## src/rtl/sdw_pkg.sv

```systemverilog
// Shared types and defaults for the single-digit stopwatch.
package sdw_pkg;

  typedef enum logic [1:0] {
    IDLE   = 2'd0,
    RUN    = 2'd1,
    PAUSED = 2'd2
  } sdw_state_t;

  localparam int DEFAULT_MODULUS = 10;
  localparam int DEFAULT_WIDTH   = 4;

endpackage

```

## src/rtl/mod_counter.sv

```systemverilog
// Mod-N up-counter with enable. at_max flags the last value before the wrap.
module mod_counter
  import sdw_pkg::*;
#(
  parameter int MODULUS = DEFAULT_MODULUS,
  parameter int WIDTH   = DEFAULT_WIDTH
) (
  input  logic             clk,
  input  logic             reset,
  input  logic             en,
  output logic [WIDTH-1:0] q,
  output logic             at_max
);

  localparam logic [WIDTH-1:0] MAX_VAL = WIDTH'(MODULUS - 1);

  logic [WIDTH-1:0] q_d;
  logic [WIDTH-1:0] q_q;

  // Next count: wrap to zero after MAX_VAL so the value never leaves 0..MODULUS-1.
  always_comb begin
    q_d = q_q;
    if (en) begin
      if (q_q == MAX_VAL) begin
        q_d = {WIDTH{1'b0}};
      end else begin
        q_d = q_q + WIDTH'(1);
      end
    end else begin
      q_d = q_q;
    end
  end

  always_ff @(posedge clk) begin
    if (reset) begin
      q_q <= {WIDTH{1'b0}};
    end else begin
      q_q <= q_d;
    end
  end

  assign q      = q_q;
  assign at_max = (q_q == MAX_VAL);

endmodule

```

## src/rtl/single_digit_watch.sv

```systemverilog
// One stopwatch digit: run/pause/clear FSM around a mod-N counter plus carry out.
// Define SDW_REG_CARRY_EN to register cout (high in the cycle after the wrap).
module single_digit_watch
  import sdw_pkg::*;
#(
  parameter int MODULUS = DEFAULT_MODULUS,
  parameter int WIDTH   = DEFAULT_WIDTH
) (
  input  logic             clk,
  input  logic             reset,
  input  logic             start_resume,
  input  logic             stop,
  output logic [WIDTH-1:0] number,
  output logic             cout
);

  sdw_state_t state_d;
  sdw_state_t state_q;
  logic       run_s;
  logic       at_max_s;

  // start_resume outranks stop; stop only matters while running.
  always_comb begin
    state_d = state_q;
    case (state_q)
      IDLE: begin
        if (start_resume) begin
          state_d = RUN;
        end else begin
          state_d = IDLE;
        end
      end
      RUN: begin
        if (start_resume) begin
          state_d = RUN;
        end else if (stop) begin
          state_d = PAUSED;
        end else begin
          state_d = RUN;
        end
      end
      PAUSED: begin
        if (start_resume) begin
          state_d = RUN;
        end else begin
          state_d = PAUSED;
        end
      end
      default: begin
        state_d = IDLE;
      end
    endcase
  end

  always_ff @(posedge clk) begin
    if (reset) begin
      state_q <= IDLE;
    end else begin
      state_q <= state_d;
    end
  end

  // Enable comes from the registered state, so a stop still lets its own edge count.
  assign run_s = (state_q == RUN);

  mod_counter #(
    .MODULUS (MODULUS),
    .WIDTH   (WIDTH)
  ) u_counter (
    .clk    (clk),
    .reset  (reset),
    .en     (run_s),
    .q      (number),
    .at_max (at_max_s)
  );

`ifdef SDW_REG_CARRY_EN
  logic cout_d;
  logic cout_q;

  assign cout_d = run_s && at_max_s;

  always_ff @(posedge clk) begin
    if (reset) begin
      cout_q <= 1'b0;
    end else begin
      cout_q <= cout_d;
    end
  end

  assign cout = cout_q;
`else
  assign cout = run_s && at_max_s;
`endif

endmodule

```

## config.mk

```make
export PLATFORM = sky130hd
export DESIGN_NAME = single_digit_watch
export DESIGN_NICKNAME = d
export VERILOG_FILES = /design/src/rtl/sdw_pkg.sv /design/src/rtl/mod_counter.sv /design/src/rtl/single_digit_watch.sv
export SDC_FILE = /design/constraint.sdc
export NUM_CORES = 1
export LEC_CHECK = 0
export BUFFER_PORTS_ARGS = -buffer_cell sky130_fd_sc_hd__buf_2
export CORE_AREA = 2 2 39 41
export CTS_CLUSTER_DIAMETER = 200
export CTS_CLUSTER_SIZE = 20
export DETAILED_ROUTE_END_ITERATION = 16
export DIE_AREA = 0 0 41 43
export HOLD_SLACK_MARGIN = 0.1
export PLACE_DENSITY = 0.44
export SLEW_MARGIN = 40
export SYNTH_ARGS = -nofsm -noshare
export SYNTH_HDL_FRONTEND = slang
export SYNTH_SLANG_ARGS = --single-unit
```

## constraint.sdc

```tcl
create_clock -name clk -period 0.9 [get_ports clk]
set_input_delay 0.09 -clock clk [delete_from_list [all_inputs] [get_ports clk]]
set_output_delay 0.09 -clock clk [all_outputs]
set_load 0.02 [all_outputs]
```

==> results.txt <==
Die area - 0.001763 mm^2
Area Overhead vs Synth - 95.54%
Max transition margin - 0.8413
Initial antenna violation count - 0
Min-delay worst type - input pin to flip-flop
Pre-CTS WS - -0.1204 ns
Static Leak - 0.2430 nW
Synthesized area - 280.3 um^2
Fraction of layout cells with a size suffix above 1 - 0.6400
Routed wire length - 691 um
Fin crit share - 1.280
Syn_nets - 32
Nets@finish - 55
Max cap viols - 0
Synth cell types - 19
Seq/Total Area, Yosys - 0.4286
Worst r2r src - u_counter.q[3]$_SDFFE_PP0P_
Syn. warnings - 0
Row cnt - 14
Detailed-route via count - 286
Clock insertion delay at the later pin of the skew report - 0.25 ns
Hold Startpoint - stop
CTS Buf Count - 3
Residual DRC count - 0
GRT overflow - 0
CTS clk-pin slew, worst paths - 0.05 ns
CP endpoint kind - output pin
Max Clock Freq - 867.7 MHz
Asr flop ratio synth - 0
Setup Skew - 0.009044 ns
Fill count - 144
Initial core utilization - 0.2025
Fin. max-slew vios - 0
Routability Congestion - 0.6216
Gate Count Post-Synth - 28
Final Core Density - 0.3960
Avg Synthesized Cell Area - 10.01 um^2
Final setup viols - 8
Failing checks - setup timing
Wire length per cell - 10.47 um
Unrepaired setup endpoints after global routing - true
CP Class - flip-flop to output pin
Minimum clock period - 1.152 ns
Clock Root Buffer - clkbuf_4
FF+latch count, synth - 6
CTS tree - done
Die Y - 43 um
Die extent in x - 41 um
Ports - 9
Core footprint - 0.001384 mm^2
DRT iter0 DRCs - 0
Hold Violations, Final - 0
Clock sink total - 6
H-Tree Depth - 1
Placed instance count - 57
Routed Antenna Nets - 0
EDFF count, synth - 0
Worst setup path endpoint - cout
R2R setup slack - -0.20 ns
CP Launch Type - flip-flop
Multi-input gate area - 191.4 um^2
CP startpoint - state_q[1]$_SDFF_PP0_
PD cells - 1234 mW/mm^2
Pre-Repair DR Iteration Count - 1
FF/Latch Area - 140.1 um^2
Final non-filler cell total - 66
CTS max path bufs - 2
Main flop type after synthesis - dfxtp_1
Outcome - finished, violations left
Worst Slack Setup Final - -0.2524 ns
FF-to-FF End - u_counter.q[1]$_SDFFE_PP0P_
First-pass GRT wire length - 1.062 mm
Vias per Instance - 4.333
Largest fanout on the critical path - 5
Port Buffer Count - 8
Total GRT Usage - 0.09347
Setup TNS - -0.7652 ns
Arrival time worst endpoint - 1.06 ns
Largest net degree at the start of global routing - 7
Max VDD drop - 598.8 uV
Antenna cell count - 0
Vias in the first global route - 277
Required time worst endpoint - 0.81 ns
R2R depth - 4
Slew @ Worst Pin - 0.2381 ns
cells in the mapped netlist, types with 2 or more instances:
cell	instances	area, um^2
dfxtp_1	6	120.1
a21oi_1	3	15.01
nor2_1	2	7.510
nor2b_1	2	12.51
power by group:
| part | total [mW] | leakage [nW] | switching, mW | internal (mW) |
|---|---|---|---|---|
| clock | 0.275 | 0.0150 | 0.106 | 0.168 |
| combinational | 0.118 | 0.175 | 0.0491 | 0.0689 |
| sequential | 0.284 | 0.0530 | 0.0131 | 0.271 |
state kept, by name, summed over array words and instances (netlist names):
| register | count |
|---|---|
| state_q | 2 |
| u_counter.q | 4 |
stage by stage:
| step | hold WS (ns) | area [um^2] | power, mW |
|---|---|---|---|
| after floorplan | 0.1433 | 312.8 | 0.3352 |
| after global placement | 0.2756 | 410.4 | 0.3743 |
| after detailed placement | 0.2779 | 410.4 | 0.3762 |
| after CTS | 0.1249 | 525.5 | 0.6902 |
| after global routing | 0.1672 | 548.0 | 0.7195 |
| final | 0.1300 | 548.0 | 0.6763 |
worst max-delay path, stage by stage (launching register included):
cell and delay, ns:
dfxtp_2 0.31, nand3b_4 0.18, nor3b_4 0.19, buf_6 0.14
metal layers:
layer	track usage	vias up	wire length, um
met2	0.1406	7	386
met3	0.03141	0	34
li1	-	146	-
met1	0.09677	133	269
met5	0	-	0
met4	0.08000	0	0
cell families after synthesis:
family | Yosys count | synth area share
xor gates and xnor gates | 2 | 0.06251
DFF | 6 | 0.4286
AOI/OAI and AO/OA | 6 | 0.1429
buffers and inverters | 1 | 0.01338
and+or+nand+nor | 13 | 0.3527
layout by cell type, fill, tap and decap left out:
master         instances
clkbuf_1               1
dfxtp_2                1
and3b_1                1
and2b_1                1
nand4b_1               1
inv_1                  1
a211oi_1               1
a21oi_1                2
or3_4                  1
a21oi_2                2
dlygate4sd3_1          2
nor2b_4                2
nand3b_4               1
buf_2                  3
nor3b_4                1
xnor2_1                1
nor2_1                 2
buf_6                  9
nor3_1                 1
nand4bb_1              1
a221oi_1               1
buf_4                  4
xor2_1                 1
nand2_1                1
clkbuf_4               3
dfxtp_4                5
final cells by class:
| type | count | area share |
|---|---|---|
| Multi-Input combinational cell | 21 | 0.3493 |
| Tap cell | 16 | 0.03653 |
| Timing Repair Buffer | 18 | 0.3037 |
| Clock buffer | 4 | 0.04795 |
| Sequential cell | 6 | 0.2557 |
| Inverter | 1 | 0.006849 |
worst min-delay path by stage:
stage / to / slack [ns] / cells after the start
2_1_floorplan: u_counter.q[1]$_SDFFE_PP0P_ / 0.14 / 1
3_3_place_gp: state_q[1]$_SDFF_PP0_ / 0.28 / 2
5_1_grt: state_q[1]$_SDFF_PP0_ / 0.17 / 3
3_5_place_dp: state_q[1]$_SDFF_PP0_ / 0.28 / 2
4_1_cts: state_q[1]$_SDFF_PP0_ / 0.12 / 3
6_report: state_q[1]$_SDFF_PP0_ / 0.13 / 3
repair_timing:
item / CTS / global route
buffers inserted: 3 / 1
gates cloned: 0 / 0
hold buffers: 2 / 0
gates resized for setup: 17 / 4
hold endpoints to repair: 5 / 0
pin swaps: 4 / 4
setup endpoints to repair: 9 / 10
Power figures use the tool's default switching activity.
